===== src/rtl/alu_issue.sv =====
// alu_issue: RV32I decode-and-issue stage in front of the ALU.
// Decodes operands/opcode combinationally and queues them in a 2-entry FIFO.
module alu_issue #(
    parameter int DEPTH = 2
) (
    input  logic        clk,
    input  logic        rstN,
    input  logic        flush,
    input  logic        inValid,
    output logic        inReady,
    input  logic [31:0] inInstr,
    input  logic [31:0] inPc,
    input  logic [31:0] inRs1Val,
    input  logic [31:0] inRs2Val,
    output logic        outValid,
    input  logic        outReady,
    output logic [31:0] dataIn0,
    output logic [31:0] dataIn1,
    output logic [3:0]  operation,
    output logic [4:0]  rdIndex,
    output logic        writesRd,
    output logic        isBranch,
    output logic        illegal
);

    localparam logic [3:0] ALU_EQ  = 4'd0;
    localparam logic [3:0] ALU_NE  = 4'd1;
    localparam logic [3:0] ALU_LT  = 4'd2;
    localparam logic [3:0] ALU_GE  = 4'd3;
    localparam logic [3:0] ALU_LTU = 4'd4;
    localparam logic [3:0] ALU_GEU = 4'd5;
    localparam logic [3:0] ALU_ADD = 4'd6;
    localparam logic [3:0] ALU_XOR = 4'd7;
    localparam logic [3:0] ALU_OR  = 4'd8;
    localparam logic [3:0] ALU_AND = 4'd9;
    localparam logic [3:0] ALU_SUB = 4'd10;
    localparam logic [3:0] ALU_SLL = 4'd11;
    localparam logic [3:0] ALU_SRL = 4'd12;
    localparam logic [3:0] ALU_SRA = 4'd13;

    localparam logic [6:0] OPC_OP     = 7'b0110011;
    localparam logic [6:0] OPC_OPIMM  = 7'b0010011;
    localparam logic [6:0] OPC_BRANCH = 7'b1100011;
    localparam logic [6:0] OPC_LOAD   = 7'b0000011;
    localparam logic [6:0] OPC_STORE  = 7'b0100011;
    localparam logic [6:0] OPC_LUI    = 7'b0110111;
    localparam logic [6:0] OPC_AUIPC  = 7'b0010111;
    localparam logic [6:0] OPC_JAL    = 7'b1101111;
    localparam logic [6:0] OPC_JALR   = 7'b1100111;

    typedef struct packed {
        logic [31:0] d0;
        logic [31:0] d1;
        logic [3:0]  op;
        logic [4:0]  rd;
        logic        wrd;
        logic        br;
        logic        ill;
    } entry_t;

    // Shared OP / OP-IMM funct decode; returns {legal, op}.
    function automatic logic [4:0] alu_map(
        input logic [2:0] f3,
        input logic [6:0] f7,
        input logic       imm
    );
        logic       zero;
        logic       alt;
        logic [4:0] res;
        zero = (f7 == 7'b0000000);
        alt  = (f7 == 7'b0100000);
        res  = {1'b0, ALU_ADD};
        unique case (f3)
            3'b000: begin
                if (imm) res = {1'b1, ALU_ADD};
                else     res = {zero | alt, alt ? ALU_SUB : ALU_ADD};
            end
            3'b001: res = {zero, ALU_SLL};
            3'b010: res = {imm | zero, ALU_LT};
            3'b011: res = {imm | zero, ALU_LTU};
            3'b100: res = {imm | zero, ALU_XOR};
            3'b101: res = {zero | alt, alt ? ALU_SRA : ALU_SRL};
            3'b110: res = {imm | zero, ALU_OR};
            3'b111: res = {imm | zero, ALU_AND};
        endcase
        return res;
    endfunction

    logic [6:0]  opcode;
    logic [2:0]  funct3;
    logic [6:0]  funct7;
    logic [4:0]  rd;
    logic [31:0] imm_i;
    logic [31:0] imm_s;
    logic [31:0] imm_u;

    assign opcode = inInstr[6:0];
    assign rd     = inInstr[11:7];
    assign funct3 = inInstr[14:12];
    assign funct7 = inInstr[31:25];
    assign imm_i  = {{20{inInstr[31]}}, inInstr[31:20]};
    assign imm_s  = {{20{inInstr[31]}}, inInstr[31:25], inInstr[11:7]};
    assign imm_u  = {inInstr[31:12], 12'b0};

    entry_t     dec;
    logic       legal;
    logic       wr;
    logic [4:0] map;

    always_comb begin
        dec    = '0;
        dec.op = ALU_ADD;
        dec.rd = rd;
        legal  = 1'b1;
        wr     = 1'b1;
        map    = '0;
        unique case (opcode)
            OPC_OP: begin
                map    = alu_map(funct3, funct7, 1'b0);
                legal  = map[4];
                dec.op = map[3:0];
                dec.d0 = inRs1Val;
                dec.d1 = inRs2Val;
            end
            OPC_OPIMM: begin
                map    = alu_map(funct3, funct7, 1'b1);
                legal  = map[4];
                dec.op = map[3:0];
                dec.d0 = inRs1Val;
                dec.d1 = imm_i;
            end
            OPC_BRANCH: begin
                wr     = 1'b0;
                dec.br = 1'b1;
                dec.d0 = inRs1Val;
                dec.d1 = inRs2Val;
                unique case (funct3)
                    3'b000:  dec.op = ALU_EQ;
                    3'b001:  dec.op = ALU_NE;
                    3'b100:  dec.op = ALU_LT;
                    3'b101:  dec.op = ALU_GE;
                    3'b110:  dec.op = ALU_LTU;
                    3'b111:  dec.op = ALU_GEU;
                    default: legal  = 1'b0;
                endcase
            end
            OPC_LOAD: begin
                dec.d0 = inRs1Val;
                dec.d1 = imm_i;
            end
            OPC_STORE: begin
                wr     = 1'b0;
                dec.d0 = inRs1Val;
                dec.d1 = imm_s;
            end
            OPC_LUI: begin
                dec.d1 = imm_u;
            end
            OPC_AUIPC: begin
                dec.d0 = inPc;
                dec.d1 = imm_u;
            end
            OPC_JAL, OPC_JALR: begin
                dec.d0 = inPc;
                dec.d1 = 32'd4;
            end
            default: legal = 1'b0;
        endcase
        if (!legal) begin
            dec.op = ALU_ADD;
            dec.d0 = '0;
            dec.d1 = '0;
            dec.br = 1'b0;
            wr     = 1'b0;
        end
        dec.ill = !legal;
        dec.wrd = wr && (rd != 5'd0);
    end

    entry_t     mem [DEPTH];
    entry_t     head;
    logic [1:0] count;
    logic       wptr;
    logic       rptr;
    logic       push;
    logic       pop;

    assign inReady  = (count != 2'(DEPTH));
    assign outValid = (count != 2'd0);
    assign push     = inValid & inReady;
    assign pop      = outValid & outReady;

    always_ff @(posedge clk) begin
        if (!rstN) begin
            count <= '0;
            wptr  <= 1'b0;
            rptr  <= 1'b0;
            for (int i = 0; i < DEPTH; i++) begin
                mem[i] <= '0;
            end
        end else if (flush) begin
            count <= '0;
            wptr  <= 1'b0;
            rptr  <= 1'b0;
        end else begin
            if (push) begin
                mem[wptr] <= dec;
                wptr      <= ~wptr;
            end
            if (pop) begin
                rptr <= ~rptr;
            end
            case ({push, pop})
                2'b10:   count <= count + 2'd1;
                2'b01:   count <= count - 2'd1;
                default: count <= count;
            endcase
        end
    end

    // Outputs are a pure mux of stored entries, never of inputs.
    assign head      = mem[rptr];
    assign dataIn0   = head.d0;
    assign dataIn1   = head.d1;
    assign operation = head.op;
    assign rdIndex   = head.rd;
    assign writesRd  = head.wrd;
    assign isBranch  = head.br;
    assign illegal   = head.ill;

endmodule


===== config.mk =====
export PLATFORM = sky130hd
export DESIGN_NAME = alu_issue
export DESIGN_NICKNAME = d
export VERILOG_FILES = /design/src/rtl/alu_issue.sv
export SDC_FILE = /design/constraint.sdc
export NUM_CORES = 1
export LEC_CHECK = 0
export CORE_ASPECT_RATIO = 0.75
export CORE_MARGIN = 3
export CORE_UTILIZATION = 44
export CTS_BUF_LIST = sky130_fd_sc_hd__clkbuf_16
export CTS_CLUSTER_DIAMETER = 200
export DETAILED_ROUTE_END_ITERATION = 7
export PLACE_DENSITY = 0.77
export SYNTH_ARGS = -nofsm -noshare
export SYNTH_HDL_FRONTEND = slang
export SYNTH_SLANG_ARGS = --single-unit

===== constraint.sdc =====
create_clock -name clk -period 3.4 [get_ports clk]
set_input_delay 0.68 -clock clk [delete_from_list [all_inputs] [get_ports clk]]
set_output_delay 0.68 -clock clk [all_outputs]
set_load 0.01 [all_outputs]

==> run metrics, run 1 <==
Clock Skew=0.0149 ns; Leak=3.71 nW; Synth area leaders=edfxtp_1, mux2_2, a211oi_1, nor3_1, o21ai_0; Synth area leader=edfxtp_1; nets@finish=996; clock tree buffer depth=2; cells after synthesis=668; Iter 0 DRT Violations=652; Main synth FF type=edfxtp_1; CP startpoint kind=flip-flop; grt ovf=0; maximum VDD drop=0.000262 V; htree depth=4; critical path capture point type=output port; Worst Setup Path Type=flip-flop to output port; Hold Crit Class=flip-flop to flip-flop; Max Cap Viol=0; row count=42; # setup viols final=0; via count=6,591; post-synth top area share=56.4%; register area share after synthesis=57.7%; drt first pass iters=5; Residual DRC=0; Yosys reg bits=157; Syn Area/Cell=12.1 µm²; Worst path slowest cell=clkdlybuf4s50_1; post-synth net total=802; post-CTS setup buffer count=0; largest net degree at the start of global routing=69; Post-CTS Resized=0; port bufs=210; final WL=22,900 µm; Clk Latency, worst-skew pair=0.43 ns; RSZ-0062 raised after global routing=no; Clock Tree Root=clkbuf_16; FF/Latch Area=4670 µm²; Layout area overhead=39.0%; TritonCTS clock tree=done; outcome=complete, no violations; FFs w/ async S/R, synth=0%; # clock sinks=157; DRT antenna net count=0; Final HPWL DP=15,500 µm; synth warn=0; core footprint=17,800 µm²; I/O pins=211; CP Cell Sequence=buf_4, mux2_2, clkdlybuf4s50_1; synth cell count leaders=edfxtp_1, mux2_2, nor3_1; fmax=351 MHz; Die Y=123 µm; setup ws final=0.552 ns; Critical Path AT=2.17 ns; PD cells=434 nW/µm²; Worst Max-Slew Pin Slew=0.590 ns; Vias/cell=5.90; Post-synth EDFFs=152; fillers=1,372; share of layout cells above drive strength 1=17.3%; Post-Syn Area=8090 µm²; min cycle time layout=2.85 ns; Final Hold Violating Endpoints=0; Die X=163 µm; CP max stage delay=0.51 ns; post-DR wirelength/cell=20.5 µm; vias in the first global route=6,299; Worst Path Required=2.72 ns; count leader, synth=edfxtp_1; Starting Density=45.4%; fin util=63.1%; count of pins over their slew limit=0; RePlAce Congestion=0.895; Setup TNS=0 ns; clock-pin slew on the worst setup and hold paths=0.06 ns; die area=20,100 µm²; CTS Hold Bufs=0; CTS buffer count=17; Post-Layout Cell Count=1,117; dpl cells=1,085; Final Cycle Share=83.8%; ANT cells=0; synth unique cells=52; global-route wire length before repair=34,600 µm; pre-CTS setup slack=0.418 ns; antenna violations before repair=0; All-Layer GR Usage=22.5%; Rel. slew slack=60.1%; worst-path fanout max=21; multi-input gate area in the final layout=3220 µm²
==> final timing paths <==
| path | startpoint | endpoint | slack [ns] | cells after the start |
|---|---|---|---|---|
| setup / recovery | flip-flop | dataIn0[0] | 0.55 | 3 |
| hold reg to reg | count[1] | count[1] | 0.51 | 2 |
| setup reg to reg | count[0] | mem[0][43] | 1.34 | 5 |
| hold / removal | count[1] | count[1] | 0.51 | 2 |
==> power breakdown <==
part           switching, mW  internal (mW)
Sequential            0.0205           2.19
Combinational          0.312          0.341
Clock                  0.783           1.23
Total                   1.11           3.76
==> metrics by stage <==
step | hold slack [ns] | total power, mW | instance area (µm²)
after floorplan | 0.467 | 2.53 | 8090
after global placement | 0.490 | 2.90 | 10600
after detailed placement | 0.504 | 2.90 | 10600
after CTS | 0.512 | 4.90 | 11200
after global routing | 0.542 | 5.02 | 11200
final | 0.508 | 4.88 | 11200
==> kinds of logic after synthesis <==
logic type | share of synthesized area [%]
fa+ha+maj | 0.155
simple gates | 11.9
mux | 11.2
xor+xnor | 0.650
buf+inv | 3.42
flops | 57.7
compound gates | 15.0
==> metal layers <==
metal	wire length, µm	part of all wire, %	GRT usage (%)
met2	10600	46	34.9
met5	0	0	0
met4	453	2.0	7.40
met1	9840	43	31.9
met3	1980	8.6	4.79
==> layout by cell type, fill, tap and decap left out, drive strengths merged, types with 7 or more instances in the layout <==
master / netlist / routed
nand2: 39 / 39
clkbuf: 48 / 17
and3: 7 / 7
and2: 12 / 12
a221oi: 19 / 19
o21ai: 36 / 36
nor3: 68 / 68
a21oi: 16 / 16
buf: 18 / 31
edfxtp: 152 / 152
clkdlybuf4s50: 0 / 210
a31oi: 10 / 10
mux2: 76 / 76
a211oi: 66 / 66
nor2b: 9 / 9
nand2b: 8 / 8
inv: 3 / 8
nor2: 10 / 10
==> layout make-up <==
type	count	share of cell area, %
Timing Repair Buffer	241	21.5
Tap cell	242	2.69
Sequential cell	157	41.5
Clock buffer	17	3.78
Inverter	3	0.100
Multi-Input combinational cell	442	28.6
Clock inverter	15	1.75
==> critical path: cells and delay by family (launching register included) <==
family	cells	cell delay (ns)
buffers and inverters	2	0.85
flip-flops	1	0.47
multiplexers	1	0.40
==> state kept, by name, indices dropped and copies added, names as in the netlist, named ones only <==
signal,cells
wptr,1
mem,152
count,2
rptr,1
No activity file was read; power rests on OpenSTA's default activity.
==> run 2, diff against run 1 <==
==> constraint.sdc (replaced) <==
create_clock -name clk -period 2.5 [get_ports clk]
set_input_delay 0.5 -clock clk [delete_from_list [all_inputs] [get_ports clk]]
set_output_delay 0.5 -clock clk [all_outputs]
set_load 0.01 [all_outputs]
==> run metrics, run 2 (synthesis gave the netlist of run 1 again) <==
Min-Delay Path Depth=2; Rel. slew slack=70.7%; CTS buffer count=17; most frequent cells in the layout=clkdlybuf4s50_1, edfxtp_1, mux2_2; CTS Hold Bufs=0; maximum VDD drop=0.000466 V; Clk Latency, worst-skew pair=0.43 ns; Clock Skew=0.00404 ns; Final Cycle Share=98.6%; HP Start=count[1]; outcome=complete, no violations; port bufs=210; die area=20,100 µm²; post-CTS setup buffer count=0; row count=42; All-Layer GR Usage=23.6%; clock-pin slew on the worst setup and hold paths=0.06 ns; Starting Density=45.4%; grt ovf=0; Die Y=123 µm; Worst Max-Slew Pin Slew=0.439 ns; vias in the first global route=6,735; pre-CTS setup slack=-0.229 ns; critical path capture point type=output port; CP startpoint kind=flip-flop; Post-Layout Cell Count=1,166; RSZ-0062 raised after global routing=yes; clock tree buffer depth=2; Largest Register=mem; global-route wire length before repair=36,300 µm; reg2reg end=mem[0][18]; # setup viols final=0; Critical Path AT=1.97 ns; most common cell after layout, fill and taps aside=clkdlybuf4s50_1; final WL=23,800 µm; via count=6,780; fillers=1,324; I/O pins=211; reg2reg setup slack=0.54 ns; Final HPWL DP=16,400 µm; max reg flops=152; drt first pass iters=5; Setup TNS=0 ns; Residual DRC=0; Layout area overhead=45.4%; post-DR wirelength/cell=20.4 µm; Iter 0 DRT Violations=551; fmax=406 MHz; Hold Crit Class=flip-flop to flip-flop; Die X=163 µm; nets@finish=1,045; Hold Path Sink=count[1]; Worst Path Required=2.00 ns; Leak=4.04 nW; dpl cells=1,133; CP Cell Sequence=buf_8, mux2_2, clkdlybuf4s50_1; r2r worst-path depth=5; setup ws final=0.0345 ns; Worst Setup Path Type=flip-flop to output port; Max Cap Viol=0; # clock sinks=157; Vias/cell=5.81; antenna violations before repair=0; htree depth=4; count of pins over their slew limit=0; Worst path slowest cell=clkdlybuf4s50_1; Clock Tree Root=clkbuf_16; Final Hold Violating Endpoints=0; top flop regs=mem (152), count (2); worst r2r src=count[0]; worst-path fanout max=22; min cycle time layout=2.47 ns; ANT cells=0; DRT antenna net count=0; largest net degree at the start of global routing=55; PD cells=555 nW/µm²; CP max stage delay=0.49 ns; TritonCTS clock tree=done; RePlAce Congestion=0.902; core footprint=17,800 µm²; share of layout cells above drive strength 1=21.9%
## run 2: changes by cell type in the layout (fill, tap and decap cells not counted), moves of 2 or more
cell,change
buf_12,+13
buf_4,+33
bufinv_16,-3
clkdlybuf4s50_1,-14
dlygate4sd2_1,+13
inv_1,-2
inv_6,+4
## run 2: layer usage
layer | part of all wire (%) | up-vias | GRT usage (%)
met5 | 0 | - | 0
met4 | 1.9 | 0 | 7.71
met3 | 8.8 | 30 | 5.69
met2 | 47 | 336 | 36.8
met1 | 43 | 3281 | 32.7
li1 | - | 3133 | -
## run 2: critical path: cells and delay by family, from the launching register on
family,cells,cell delay [ns]
multiplexers,1,0.40
buffers and inverters,2,0.71
flip-flops,1,0.42
## run 2: worst max path at each step
stage | slack, ns | to
after CTS | -0.02 | operation[3]
after detailed placement | -0.23 | mem[0][20]
after global routing | -0.01 | operation[1]
final | 0.03 | dataIn1[10]
after global placement | -0.19 | mem[0][39]
after floorplan | 0.02 | mem[0][0]
## run 2: power breakdown
group / leakage, nW / internal, mW / switching (mW)
Clock: 0.281 / 1.41 / 1.13
Combinational: 2.12 / 0.537 / 0.446
Sequential: 1.64 / 2.98 / 0.0283
Total: 4.04 / 4.93 / 1.60
## run 2: repair_timing
action / 4_1_cts / 5_1_grt
gates resized for setup: 15 / 2
pin swaps: 0 / 0
endpoints found under the setup margin: 26 / 41
gates cloned: 0 / 1
## run 2: layout make-up
| type | count | area [µm²] | share of cell area (%) |
|---|---|---|---|
| clock inverter | 15 | 156 | 1.33 |
| multi-input combinational | 442 | 3220 | 27.3 |
| inverter | 3 | 11.3 | 0.0957 |
| timing repair buffer | 290 | 2980 | 25.4 |
| sequential | 157 | 4670 | 39.7 |
| clock buffer | 17 | 425 | 3.62 |
| tap | 242 | 303 | 2.57 |
## run 2: through the flow
step	total power, mW	utilization, %	hold WS, ns	cell area [µm²]
global placement	4.03	62.6	0.484	11200
finish	6.53	66.0	0.509	11800
floorplan	3.44	-	0.467	8090
CTS	6.57	65.9	0.513	11700
global route	6.75	66.0	0.568	11800
detailed placement	4.05	62.6	0.504	11200
==> run 3, diff against run 2 <==
--- a/config.mk
+++ b/config.mk
@@ -11,7 +11,9 @@
 export CTS_BUF_LIST = sky130_fd_sc_hd__clkbuf_16
 export CTS_CLUSTER_DIAMETER = 200
 export DETAILED_ROUTE_END_ITERATION = 7
-export PLACE_DENSITY = 0.77
+export GPL_ROUTABILITY_DRIVEN = 0
+export PLACE_DENSITY = 0.74
+export RECOVER_POWER = 50
 export SYNTH_ARGS = -nofsm -noshare
 export SYNTH_HDL_FRONTEND = slang
 export SYNTH_SLANG_ARGS = --single-unit
==> constraint.sdc (replaced) <==
create_clock -name clk -period 2.65 [get_ports clk]
set_input_delay 0.53 -clock clk [delete_from_list [all_inputs] [get_ports clk]]
set_output_delay 0.53 -clock clk [all_outputs]
set_load 0.01 [all_outputs]
==> run metrics, run 3 (synthesis gave the netlist of run 1 again) <==
# clock sinks=157; Worst Path Required=2.12 ns; share of layout cells above drive strength 1=19.6%; r2r worst-path depth=5; largest net degree at the start of global routing=56; post-CTS setup buffer count=0; via count=6,646; critical path capture point type=output port; Leak=3.85 nW; Largest Register=mem; most common cell after layout, fill and taps aside=clkdlybuf4s50_1; I/O pins=211; CP Cell Sequence=buf_12, mux2_2, clkdlybuf4s50_1; global-route wire length before repair=37,000 µm; Clk pwr share=41.2%; vias in the first global route=6,835; crit-path leading delay family=buffers and inverters; Max Cap Viol=0; TritonCTS clock tree=done; Final Hold Violating Endpoints=0; row count=42; CP max stage delay=0.50 ns; sw power=1.46 mW; # setup viols final=0; grt ovf=0; core footprint=17,800 µm²; RSZ-0062 raised after global routing=no; PD cells=548 nW/µm²; Die Y=123 µm; antenna violations before repair=0; Post-DP Area=11,000 µm²; nets@finish=1,028; HP Start=rptr; Final HPWL DP=16,900 µm; drt first pass iters=6; post-DR wirelength/cell=20.9 µm; Starting Density=45.4%; Comb pwr share=13.7%; Hold Slack=0.525 ns; CP startpoint kind=flip-flop; reg2reg setup slack=0.21 ns; Reg power frac=45.0%; setup ws final=0.119 ns; max reg flops=152; ANT cells=0; Die X=163 µm; WP buf/inv=2; Worst Max-Slew Pin Slew=0.882 ns; Critical Path AT=2.00 ns; fmax=395 MHz; Final Cell Area=11,500 µm²; Clock Tree Root=clkbuf_16; count of pins over their slew limit=0; clock tree buffer depth=2; Pint=4.86 mW; port bufs=210; CP Depth=3; pre-CTS setup slack=-0.101 ns; worst-path fanout max=24; Vias/cell=5.78; reg2reg end=mem[0][48]; Worst Setup Path Type=flip-flop to output port; Clk Latency, worst-skew pair=0.41 ns; Post-CTS Resized=0; Clock Skew=0.00698 ns; final WL=24,100 µm; Final Cycle Share=95.5%; Hold Crit Class=flip-flop to flip-flop; Worst path slowest cell=clkdlybuf4s50_1; Min-Delay Path Depth=2; All-Layer GR Usage=23.9%; maximum VDD drop=0.000393 V; Rel. slew slack=41.2%; most frequent cells in the layout=clkdlybuf4s50_1, edfxtp_1, mux2_2; Switching Fraction=23.1%; Residual DRC=0; DRT antenna net count=0; worst r2r src=count[0]; Layout area overhead=42.6%; CTS buffer count=17; Iter 0 DRT Violations=580; outcome=complete, no violations; fin util=64.7%; CTS Hold Bufs=0; htree depth=4; fillers=1,322; min cycle time layout=2.53 ns; die area=20,100 µm²; top flop regs=mem (152), count (2); clock-pin slew on the worst setup and hold paths=0.06 ns
[run 3: cell types whose count changed in the layout (fill, tap and decap cells not counted), moves of 2 or more]
| cell | delta |
|---|---|
| buf_12 | -7 |
| inv_6 | -6 |
| and2_1 | -9 |
| clkdlybuf4s50_1 | +10 |
| clkbuf_2 | +2 |
| buf_4 | -19 |
| bufinv_16 | +3 |
| dlygate4sd3_1 | +4 |
| buf_6 | +3 |
| clkbuf_4 | +5 |
| dlygate4sd2_1 | -13 |
| and2_0 | +9 |
| clkinv_1 | +3 |
[run 3: area by class of cell]
type	instances	area [µm²]	area share, %
sequential	157	4670	40.5
inverter	3	11.3	0.0976
timing repair buffer	273	2740	23.7
clock buffer	17	425	3.69
multi-input combinational	442	3190	27.7
clock inverter	15	196	1.70
tap	242	303	2.63
[run 3: worst max path at each step]
stage | startpoint | endpoint | slack (ns)
after floorplan | count[0] | mem[0][0] | 0.17
after global placement | inInstr[5] | mem[1][2] | -0.02
after detailed placement | inInstr[5] | mem[1][58] | -0.10
after CTS | flip-flop | dataIn1[27] | 0.07
after global routing | inInstr[14] | mem[1][8] | 0.03
final | flip-flop | dataIn1[13] | 0.12
[run 3: power groups by stage]
stage / registers [mW] / clock network, mW / logic, mW
3_5_place_dp: 2.90 / 0 / 0.889
4_1_cts: 2.84 / 2.63 / 0.895
3_3_place_gp: 2.89 / 0 / 0.875
6_report: 2.84 / 2.60 / 0.868
2_1_floorplan: 2.89 / 0 / 0.354
5_1_grt: 2.86 / 2.73 / 0.921
[run 3: layer usage]
| layer | global-route usage (%) | vias up | share of wire (%) |
|---|---|---|---|
| met4 | 5.97 | 0 | 1.3 |
| li1 | - | 3101 | - |
| met1 | 33.0 | 3249 | 43 |
| met5 | 0 | - | 0 |
| met3 | 5.73 | 27 | 7.4 |
| met2 | 38.6 | 269 | 48 |
[run 3: metrics by stage]
step	cells	TNS (ns)	power, mW
global route	1149	0	6.51
finish	1149	0	6.32
global placement	1117	-0.0221	3.76
floorplan	668	0	3.24
CTS	1149	0	6.37
detailed placement	1117	-3.00	3.79
[run 3: worst reg2reg max path: stages (launching register included)]
cell,delay [ns]
dfxtp_1,0.39
nand2b_1,0.23
nand2_1,0.14
or3_1,0.39
nand2_1,0.42
clkbuf_4,0.51
